[config.mk]
export PLATFORM = sky130hd
export DESIGN_NAME = icache_fetch_unit_flat
export DESIGN_NICKNAME = d
export VERILOG_FILES = /design/src/rtl/icache_pkg.sv /design/src/rtl/icache_fetch_unit_if.sv /design/src/rtl/icache_store.sv /design/src/rtl/icache_fetch_unit.sv /design/src/flat_wrapper.sv
export SDC_FILE = /design/constraint.sdc
export NUM_CORES = 2
export LEC_CHECK = 0
export ABC_AREA = 1
export BUFFER_PORTS_ARGS = -buffer_cell sky130_fd_sc_hd__buf_2
export CAP_MARGIN = 40
export CORE_MARGIN = 10
export CORE_UTILIZATION = 23
export DETAILED_ROUTE_END_ITERATION = 8
export PLACE_DENSITY = 0.46
export SLEW_MARGIN = 20
export SYNTH_ARGS = -nofsm -noshare
export SYNTH_HDL_FRONTEND = slang
export SYNTH_SLANG_ARGS = --single-unit
[constraint.sdc]
create_clock -name clk_in -period 18.4 [get_ports clk_in]
set_input_delay 4.6 -clock clk_in [delete_from_list [all_inputs] [get_ports clk_in]]
set_output_delay 4.6 -clock clk_in [all_outputs]
set_load 0.05 [all_outputs]
[src/rtl/icache_pkg.sv]
// rtl/icache_pkg.sv - shared types, defaults and address helpers for the instruction cache
package icache_pkg;

    localparam int DEFAULT_INDEX_BITS = 6;

    typedef enum logic [1:0] {
        IDLE   = 2'd0,
        LOOKUP = 2'd1,
        MISS   = 2'd2
    } state_t;

    // Entry index: halfword-granular PC bits just above bit 0
    function automatic logic [31:0] icache_idx(input logic [31:0] pc, input int index_bits);
        return (pc >> 1) & ((32'd1 << index_bits) - 32'd1);
    endfunction

    // Tag: every PC bit above the index
    function automatic logic [31:0] icache_tag(input logic [31:0] pc, input int index_bits);
        return pc >> (index_bits + 1);
    endfunction

endpackage

[src/rtl/icache_fetch_unit_if.sv]
// rtl/icache_fetch_unit_if.sv - fetch-side request/response and adapter insfetch signals
interface icache_fetch_unit_if;
    logic        req_valid;
    logic [31:0] req_pc;
    logic        req_ready;
    logic        resp_valid;
    logic [31:0] resp_ins;
    logic [31:0] resp_pc;
    logic        try_start_insfetch_task;
    logic [31:0] insfetch_addr;
    logic        insfetch_task_done;
    logic [31:0] insfetch_ins_full;

    // Cache side
    modport slave (
        input  req_valid, req_pc, insfetch_task_done, insfetch_ins_full,
        output req_ready, resp_valid, resp_ins, resp_pc, try_start_insfetch_task, insfetch_addr
    );

    // Fetch stage plus adapter side
    modport master (
        output req_valid, req_pc, insfetch_task_done, insfetch_ins_full,
        input  req_ready, resp_valid, resp_ins, resp_pc, try_start_insfetch_task, insfetch_addr
    );
endinterface

[src/rtl/icache_store.sv]
// rtl/icache_store.sv - valid/tag/data storage with combinational read and one write port
module icache_store
    import icache_pkg::*;
#(
    parameter  int INDEX_BITS = DEFAULT_INDEX_BITS,
    localparam int TAG_BITS   = 31 - INDEX_BITS,
    localparam int ENTRIES    = 1 << INDEX_BITS
) (
    input  logic                  clk,
    input  logic                  rst,
    input  logic [INDEX_BITS-1:0] rd_idx,
    output logic                  rd_valid,
    output logic [TAG_BITS-1:0]   rd_tag,
    output logic [31:0]           rd_data,
    input  logic                  we,
    input  logic [INDEX_BITS-1:0] wr_idx,
    input  logic [TAG_BITS-1:0]   wr_tag,
    input  logic [31:0]           wr_data,
    input  logic                  inval
);

    logic [ENTRIES-1:0]  valid_r;
    logic [TAG_BITS-1:0] tag_r  [ENTRIES];
    logic [31:0]         data_r [ENTRIES];

    assign rd_valid = valid_r[rd_idx];
    assign rd_tag   = tag_r[rd_idx];
    assign rd_data  = data_r[rd_idx];

    // Valid bits: invalidate beats a same-cycle fill so the filled entry stays invalid
    always_ff @(posedge clk or posedge rst) begin
        if (rst) begin
            valid_r <= '0;
        end else if (inval) begin
            valid_r <= '0;
        end else if (we) begin
            valid_r[wr_idx] <= 1'b1;
        end
    end

    // Tag and data arrays are not reset; valid bits alone gate their use
    always_ff @(posedge clk) begin
        if (we) begin
            tag_r[wr_idx]  <= wr_tag;
            data_r[wr_idx] <= wr_data;
        end
    end

endmodule

[src/rtl/icache_fetch_unit.sv]
// rtl/icache_fetch_unit.sv - direct-mapped instruction cache FSM and handshakes
module icache_fetch_unit
    import icache_pkg::*;
#(
    parameter int INDEX_BITS = DEFAULT_INDEX_BITS
) (
    input  logic                clk_in,
    input  logic                rst_in,
    input  logic                rdy_in,
    input  logic                flush_pipline,
    input  logic                icache_inval,
    icache_fetch_unit_if.slave  bus
);

    localparam int TAG_BITS = 31 - INDEX_BITS;

    state_t                state_r, state_nxt;
    logic [31:0]           pc_r;
    logic                  resp_valid_r;
    logic [31:0]           resp_ins_r;
    logic [31:0]           resp_pc_r;

    logic                  accept, resp_set, fill_we, req_ready, try_start;
    logic [31:0]           resp_data;
    logic [INDEX_BITS-1:0] idx;
    logic [TAG_BITS-1:0]   tag;
    logic                  rd_valid;
    logic [TAG_BITS-1:0]   rd_tag;
    logic [31:0]           rd_data;
    logic                  hit;

    assign idx = INDEX_BITS'(icache_idx(pc_r, INDEX_BITS));
    assign tag = TAG_BITS'(icache_tag(pc_r, INDEX_BITS));
    assign hit = rd_valid && (rd_tag == tag);

    icache_store #(.INDEX_BITS(INDEX_BITS)) u_store (
        .clk     (clk_in),
        .rst     (rst_in),
        .rd_idx  (idx),
        .rd_valid(rd_valid),
        .rd_tag  (rd_tag),
        .rd_data (rd_data),
        .we      (fill_we && rdy_in),
        .wr_idx  (idx),
        .wr_tag  (tag),
        .wr_data (bus.insfetch_ins_full),
        .inval   (icache_inval && rdy_in)
    );

    // State register; rdy_in low freezes it
    always_ff @(posedge clk_in or posedge rst_in) begin
        if (rst_in) begin
            state_r <= IDLE;
        end else if (rdy_in) begin
            state_r <= state_nxt;
        end
    end

    // Next state, handshake outputs and datapath strobes; flush overrides everything
    always_comb begin
        state_nxt = state_r;
        accept    = 1'b0;
        resp_set  = 1'b0;
        fill_we   = 1'b0;
        req_ready = 1'b0;
        try_start = 1'b0;
        resp_data = rd_data;
        case (state_r)
            IDLE: begin
                req_ready = 1'b1;
                if (bus.req_valid) begin
                    accept    = 1'b1;
                    state_nxt = LOOKUP;
                end
            end
            LOOKUP: begin
                if (hit) begin
                    resp_set  = 1'b1;
                    state_nxt = IDLE;
                end else begin
                    state_nxt = MISS;
                end
            end
            MISS: begin
                try_start = 1'b1;
                resp_data = bus.insfetch_ins_full;
                if (bus.insfetch_task_done) begin
                    fill_we   = 1'b1;
                    resp_set  = 1'b1;
                    state_nxt = IDLE;
                end
            end
            default: state_nxt = IDLE;
        endcase
        if (flush_pipline) begin
            state_nxt = IDLE;
            accept    = 1'b0;
            resp_set  = 1'b0;
            fill_we   = 1'b0;
        end
    end

    // Request PC latch and registered response; resp_valid self-clears each enabled edge
    always_ff @(posedge clk_in or posedge rst_in) begin
        if (rst_in) begin
            pc_r         <= '0;
            resp_valid_r <= 1'b0;
            resp_ins_r   <= '0;
            resp_pc_r    <= '0;
        end else if (rdy_in) begin
            resp_valid_r <= resp_set;
            if (accept) begin
                pc_r <= {bus.req_pc[31:1], 1'b0};
            end
            if (resp_set) begin
                resp_ins_r <= resp_data;
                resp_pc_r  <= pc_r;
            end
        end
    end

    assign bus.req_ready               = req_ready;
    assign bus.resp_valid              = resp_valid_r;
    assign bus.resp_ins                = resp_ins_r;
    assign bus.resp_pc                 = resp_pc_r;
    assign bus.try_start_insfetch_task = try_start;
    assign bus.insfetch_addr           = pc_r;

endmodule

[src/flat_wrapper.sv]
// flat-port wrapper written by rule: the top's interface ports become plain ports
module icache_fetch_unit_flat import icache_pkg::*;
#(
    parameter int INDEX_BITS = DEFAULT_INDEX_BITS
)
  (clk_in, rst_in, rdy_in, flush_pipline, icache_inval, bus_req_valid, bus_req_pc, bus_insfetch_task_done, bus_insfetch_ins_full, bus_req_ready, bus_resp_valid, bus_resp_ins, bus_resp_pc, bus_try_start_insfetch_task, bus_insfetch_addr);
  icache_fetch_unit_if bus_i ();
  input  logic clk_in;
  input  logic rst_in;
  input  logic rdy_in;
  input  logic flush_pipline;
  input  logic icache_inval;
  input wire logic [$bits(bus_i.req_valid)-1:0] bus_req_valid;
  input wire logic [$bits(bus_i.req_pc)-1:0] bus_req_pc;
  input wire logic [$bits(bus_i.insfetch_task_done)-1:0] bus_insfetch_task_done;
  input wire logic [$bits(bus_i.insfetch_ins_full)-1:0] bus_insfetch_ins_full;
  output wire logic [$bits(bus_i.req_ready)-1:0] bus_req_ready;
  output wire logic [$bits(bus_i.resp_valid)-1:0] bus_resp_valid;
  output wire logic [$bits(bus_i.resp_ins)-1:0] bus_resp_ins;
  output wire logic [$bits(bus_i.resp_pc)-1:0] bus_resp_pc;
  output wire logic [$bits(bus_i.try_start_insfetch_task)-1:0] bus_try_start_insfetch_task;
  output wire logic [$bits(bus_i.insfetch_addr)-1:0] bus_insfetch_addr;
  assign bus_i.req_valid = bus_req_valid;
  assign bus_i.req_pc = bus_req_pc;
  assign bus_i.insfetch_task_done = bus_insfetch_task_done;
  assign bus_i.insfetch_ins_full = bus_insfetch_ins_full;
  assign bus_req_ready = bus_i.req_ready;
  assign bus_resp_valid = bus_i.resp_valid;
  assign bus_resp_ins = bus_i.resp_ins;
  assign bus_resp_pc = bus_i.resp_pc;
  assign bus_try_start_insfetch_task = bus_i.try_start_insfetch_task;
  assign bus_insfetch_addr = bus_i.insfetch_addr;
  icache_fetch_unit #(.INDEX_BITS(INDEX_BITS)) u_core (.clk_in(clk_in), .rst_in(rst_in), .rdy_in(rdy_in), .flush_pipline(flush_pipline), .icache_inval(icache_inval), .bus(bus_i));
endmodule
# Word-level counts from Yosys, hierarchy flattened
# Memory sizes are Yosys's and may differ from the RTL's. A register that Yosys moved wholly into a read port is not among the register bits.
# Cells that the tools add are included.
[op_classes]
magnitude_cmp = 2
eq_ne = 5
muxes = 24
bitwise = 1
reduce_logical = 9
[ops]
columns = ["operator", "count"]
rows = [
  ["two-way mux 64 bit", 2],
  ["OR 64 bit", 1],
  ["equality test 25 bit", 1],
  ["two-way mux 1 bit", 14],
  ["two-way mux 2 bit", 4],
  ["< comparator 6 x 7 -> 1 bit, second input constant", 1],
  ["binary-select mux 1 bit (select 6 bit)", 1],
  ["demux 1 bit (select 6 bit)", 1],
  ["greater-or-equal comparator 6 x 1 -> 1 bit, second input constant", 1],
  ["inequality test 3 bit, second input constant", 2],
  ["case mux 2 bit (3 select lines)", 1],
  ["logical AND 1 bit", 4],
  ["AND reduction 2 bit", 2],
  ["AND reduction 3 bit", 1],
  ["equality test 2 x 1 -> 1 bit, second input constant", 1],
  ["equality test 2 bit, second input constant", 1],
  ["logical NOT 2 bit", 1],
  ["case mux 1 bit (2 select lines)", 1],
  ["nonzero test 2 bit", 1],
]
[word_totals]
reg_bits = 129
ramBits = 3648
inputBits = 71
wordCells = 48
n_memories = 2
[mem_list]
columns = ["name", "words", "width", "rd", "rd_clocked_by_memory_dff", "wr", "line", "text"]
rows = [
  ["u_core.u_store.data_r", 64, 32, 1, 1, 1, "icache_store.sv:24", "logic [31:0] data_r [ENTRIES];"],
  ["u_core.u_store.tag_r", 64, 25, 1, 0, 1, "icache_store.sv:23", "logic [TAG_BITS-1:0] tag_r [ENTRIES];"],
]

# Longest topological paths before layout
[logic_depth]
word_depth = 7
depth_mapped = 24

# Modules after synthesis
# Synthesis repeated with hierarchy kept, for this count alone.
[hier_totals]
cells_unflattened = 12899
area_unflattened_um2 = 153101.8
[by_module_without_submodules]
columns = ["mod", "instances", "cells_per_inst", "area_each_um2", "seq_area_each_um2"]
rows = [
  ["icache_store", 1, 12286, 148346.0, 111146.6],
  ["icache_fetch_unit", 1, 613, 4755.8, 2427.3],
]

# Worst setup path after synthesis
# Ideal clock, no wire load.
[synth_timing]
kind = "in2reg"
from = "in rdy_in"
to = "mem u_core.u_store.data_r[15][0], enable pin"
arrival_time_ns = 8.009
required_time_ns = 17.926
slack_ns = 9.917
stages = 9
n_path_buf = 1
path_cell_list = "inv_1 > nor2_1 > inv_1 > nor2_1 > inv_1 > clkbuf_1 > nor2_1 > inv_1 > nor2_1"
[synth_via]
elab_chain_len = 3
[synth_rtl]
columns = ["item", "line", "text"]
rows = [
  ["from (decl)", "flat_wrapper.sv:10", "input logic rdy_in;"],
  ["logical AND 1 bit", "icache_fetch_unit.sv:43", ".we (fill_we && rdy_in),"],
  ["two-way mux 1 bit", "icache_store.sv:43", "if (we) begin"],
  ["two-way mux 1 bit (not written as such)", "icache_store.sv:45", "data_r[wr_idx] <= wr_data;"],
  ["to (decl)", "icache_store.sv:24", ""],
]
# Every way passes these cells.

# Worst setup path in the final report
[layout_timing]
from = "in rdy_in"
to = "mem u_core.u_store.tag_r[12][4] (netlist bit), enable pin"
[layout_via]
elab_chain_len = 3
[layout_rtl]
columns = ["item", "line", "text"]
rows = [
  ["logical AND 1 bit", "icache_fetch_unit.sv:43", ""],
  ["two-way mux 1 bit", "icache_store.sv:43", ""],
  ["two-way mux 1 bit (not written as such)", "icache_store.sv:44", "tag_r[wr_idx] <= wr_tag;"],
  ["to (decl)", "icache_store.sv:23", ""],
]
# Every way passes these cells.

==> results.py <==
metrics = {
    "global_route": {
        "grt_usage": 0.1480,
        "grt_pass1_wl_um": 722100,
        "grt_pass1_vias": 87230,
        "grt_start_max_net_pins": 174,
        "overflow": 0,
        "antenna_found_initial": 52,
    },
    "detailed_routing": {
        "viasPerCell": 4.486,
        "route.met2.wl_um": 245500,
        "wl_met1_um": 229800,
        "wl_per_cell_um": 25.44,
        "wl_met3_um": 33970,
        "ant_nets": 0,
        "drtPass1Iterations": 6,
        "drt_wl_total_um": 524200,
        "drtIter0Drc": 9747,
        "vias": 92440,
        "top_layer": "met5",
        "drc": 0,
    },
    "placed_design": {
        "dpl.cell_count": 19800,
        "dp_slack_ns": 9.092,
        "dpl_cell_area_mm2": 0.1616,
        "port_buffers": 166,
        "hpwlAfterDp_um": 287900,
        "place_congestion": 0.7519,
    },
    "clocking": {
        "cts_buffer_depth": 4,
        "cts_tree": "yes",
        "cts.htree.levels": 5,
        "post_cts_buffers": 0,
        "cts_sinks": 3809,
        "cts_hold_buf": 0,
        "cts_resized": 0,
        "clock_latency_ns": 1.00,
        "path_clk_slew_ns": 0.06,
        "cts-buffers-inserted": 412,
        "root_buffer": "clkbuf_16",
    },
    "power": {
        "clkPwrFrac": 0.364,
        "p_total_mw": 22.51,
        "p_leak_nw": 61.86,
        "max-vdd-ir-drop_uv": 80.44,
        "seqPwrFrac": 0.440,
        "p_per_area_mw_per_mm2": 128.5,
        "switching_share": 0.3077,
        "p_int_mw": 15.58,
        "p_switching_mw": 6.927,
        "p_comb_frac": 0.196,
    },
    "floorplanning": {
        "fp.dieW_um": 822.2,
        "io_pins": 170,
        "core_mm2": 0.6412,
        "die_area_mm2": 0.6760,
        "core.rowCount": 294,
        "start_util": 0.2309,
        "die_h_um": 822.2,
    },
    "timing": {
        "rsz0062_at_grt": "false",
        "post-route-period-util": 0.4520,
        "tightest_slew_ns": 1.008,
        "slew_violations": 0,
        "fin_crit_ns": 8.316,
        "hold_violations": 0,
        "final.setup.tns_ns": 0,
        "fmaxAchievable_ghz": 0.1203,
        "finClkSkew_ns": 0.06698,
        "whs_ns": 0.4674,
        "slew_headroom": 0.3277,
        "worst_slack_ns": 10.08,
        "final-setup-viol-count": 0,
    },
    "job": {
        "drv_cap": 0,
    },
    "worst_setup_path": {
        "path_class": "input pin to register",
        "cp_max_fo": 28,
        "cp.required_ns": 19.01,
        "crit_path_start_kind": "input pin",
        "worst_setup_path_end_kind": "register",
        "cp.arrival_ns": 8.92,
    },
    "logic_synthesis": {
        "postSynthCellCount": 11270,
        "ys.flop_type": "edfxtp_1",
        "synthArstFlopShare": 0.04227,
        "syn-cell-area_mm2": 0.1480,
        "ys.warnings.count": 0,
        "ys_ff_latch": 3809,
        "ys_seq_area_frac": 0.7673,
        "synth.distinct_cells": 44,
        "avgSynthCellArea_um2": 13.14,
        "synth_edf_count": 3648,
    },
    "status": {
        "status": "complete, no violations",
    },
    "layout": {
        "utilization": 0.2732,
        "drive_gt1_frac": 0.1135,
        "final_nets": 11720,
        "fin_cells": 20610,
        "finalInstanceArea_mm2": 0.1752,
        "area_growth_pct": 18.35,
        "layout_common_cells": "edfxtp_1 (3648), nand2_1 (2696), inv_1 (881)",
        "final_common_cell": "edfxtp_1",
    },
    "min_path": {
        "min_path_type": "register to register",
    },
}
-- cell usage after synthesis, types with 6 or more instances --
| cell | count | area, µm² |
|---|---|---|
| nor3_1 | 14 | 70.07 |
| o21ai_1 | 74 | 370.4 |
| or2_2 | 128 | 800.8 |
| nor2_1 | 941 | 3532 |
| nand2_1 | 2704 | 10150 |
| buf_2 | 233 | 1166 |
| buf_6 | 11 | 123.9 |
| o2111a_1 | 17 | 191.4 |
| clkbuf_1 | 253 | 949.7 |
| inv_2 | 6 | 22.52 |
| o211ai_1 | 174 | 1306 |
| o22ai_1 | 29 | 181.4 |
| o21a_1 | 53 | 397.9 |
| nand3_1 | 437 | 2187 |
| a22o_1 | 46 | 402.9 |
| o2111ai_1 | 10 | 87.58 |
| a22oi_1 | 244 | 1832 |
| nand4_1 | 229 | 1433 |
| a21oi_1 | 79 | 395.4 |
| buf_1 | 56 | 210.2 |
| dfrtp_1 | 161 | 4029 |
| buf_4 | 21 | 157.7 |
| inv_1 | 883 | 3314 |
| o21ai_0 | 506 | 2532 |
| o2bb2ai_1 | 30 | 262.8 |
| nand3b_1 | 7 | 52.55 |
| a221oi_1 | 231 | 2023 |
| edfxtp_1 | 3648 | 109500 |
-- final timing paths --
| path | slack (ns) | startpoint | to | cells past startpoint |
|---|---|---|---|---|
| max | 10.08 | rdy_in | u_core.u_store.tag_r[12][4]$_DFFE_PP_ | 12 |
| min | 0.47 | u_core.bus.resp_pc[17]$_DFFE_PP0P_ | u_core.bus.resp_pc[17]$_DFFE_PP0P_ | 2 |
| max reg2reg | 11.58 | u_core.bus.insfetch_addr[1]$_DFFE_PP0P_ | u_core.bus.resp_ins[1]$_DFFE_PP0P_ | 20 |
| min reg2reg | 0.47 | u_core.bus.resp_pc[17]$_DFFE_PP0P_ | u_core.bus.resp_pc[17]$_DFFE_PP0P_ | 2 |
| max in group asynchronous | 13.37 | rst_in | u_core.bus.insfetch_addr[30]$_DFFE_PP0P_ | 3 |
| min in group asynchronous | 3.66 | rst_in | u_core.bus.resp_ins[23]$_DFFE_PP0P_ | 2 |
-- final cells by class --
class                   instances  area [µm²]
fillers                     65780      466000
flip-flops and latches       3809      113600
multi-input cells            5988       29140
clock buffers                 566       11350
well taps                    8584       10740
repair buffers                541        5014
inverters                     893        3382
clock inverters               206        1897
diodes                         19       47.55
-- logic make-up after synthesis --
group                    Yosys count  share of synthesized area
flip-flops                      3809                     0.7673
AND/OR/NAND/NOR                 4472                     0.1237
AO/OA/AOI/OAI                   1511                    0.06839
adder cells (fa/ha/maj)            3                  0.0002536
buffers and inverters           1469                    0.04033
other                              1                 0.00002533
-- layer usage --
layer,track usage,vias up
li1,-,40880
met1,0.2043,47640
met2,0.2437,3212
met3,0.02105,702
met4,0.03903,10
met5,0,-
-- worst max-delay path, stage by stage --
cell and delay [ns]:
buf_2 0.09, inv_1 0.07, nor2_1 0.21, inv_1 0.15
nor2_4 0.10, buf_4 0.53, inv_2 0.44, nor2_1 0.18
inv_1 0.34, nor2_4 0.72, buf_4 0.55, buf_4 0.75
-- registers in the layout, indices dropped and copies added, names as in the netlist --
register	flops
u_core.bus.insfetch_addr	31
u_core.bus.resp_ins	32
u_core.bus.resp_pc	31
u_core.bus.resp_valid	1
u_core.state_r	2
u_core.u_store.data_r	2048
u_core.u_store.tag_r	1600
u_core.u_store.valid_r	64
-- power by group through the flow --
stage          Clock (mW)  Combinational, mW  Sequential, mW
2_1_floorplan           0               2.12            10.4
3_3_place_gp            0               4.44            10.1
3_5_place_dp            0               4.47            10.1
4_1_cts              8.34               4.48            9.91
5_1_grt              8.68               4.79            9.91
6_report             8.20               4.41            9.90
No activity file was read; power rests on OpenSTA's default activity.
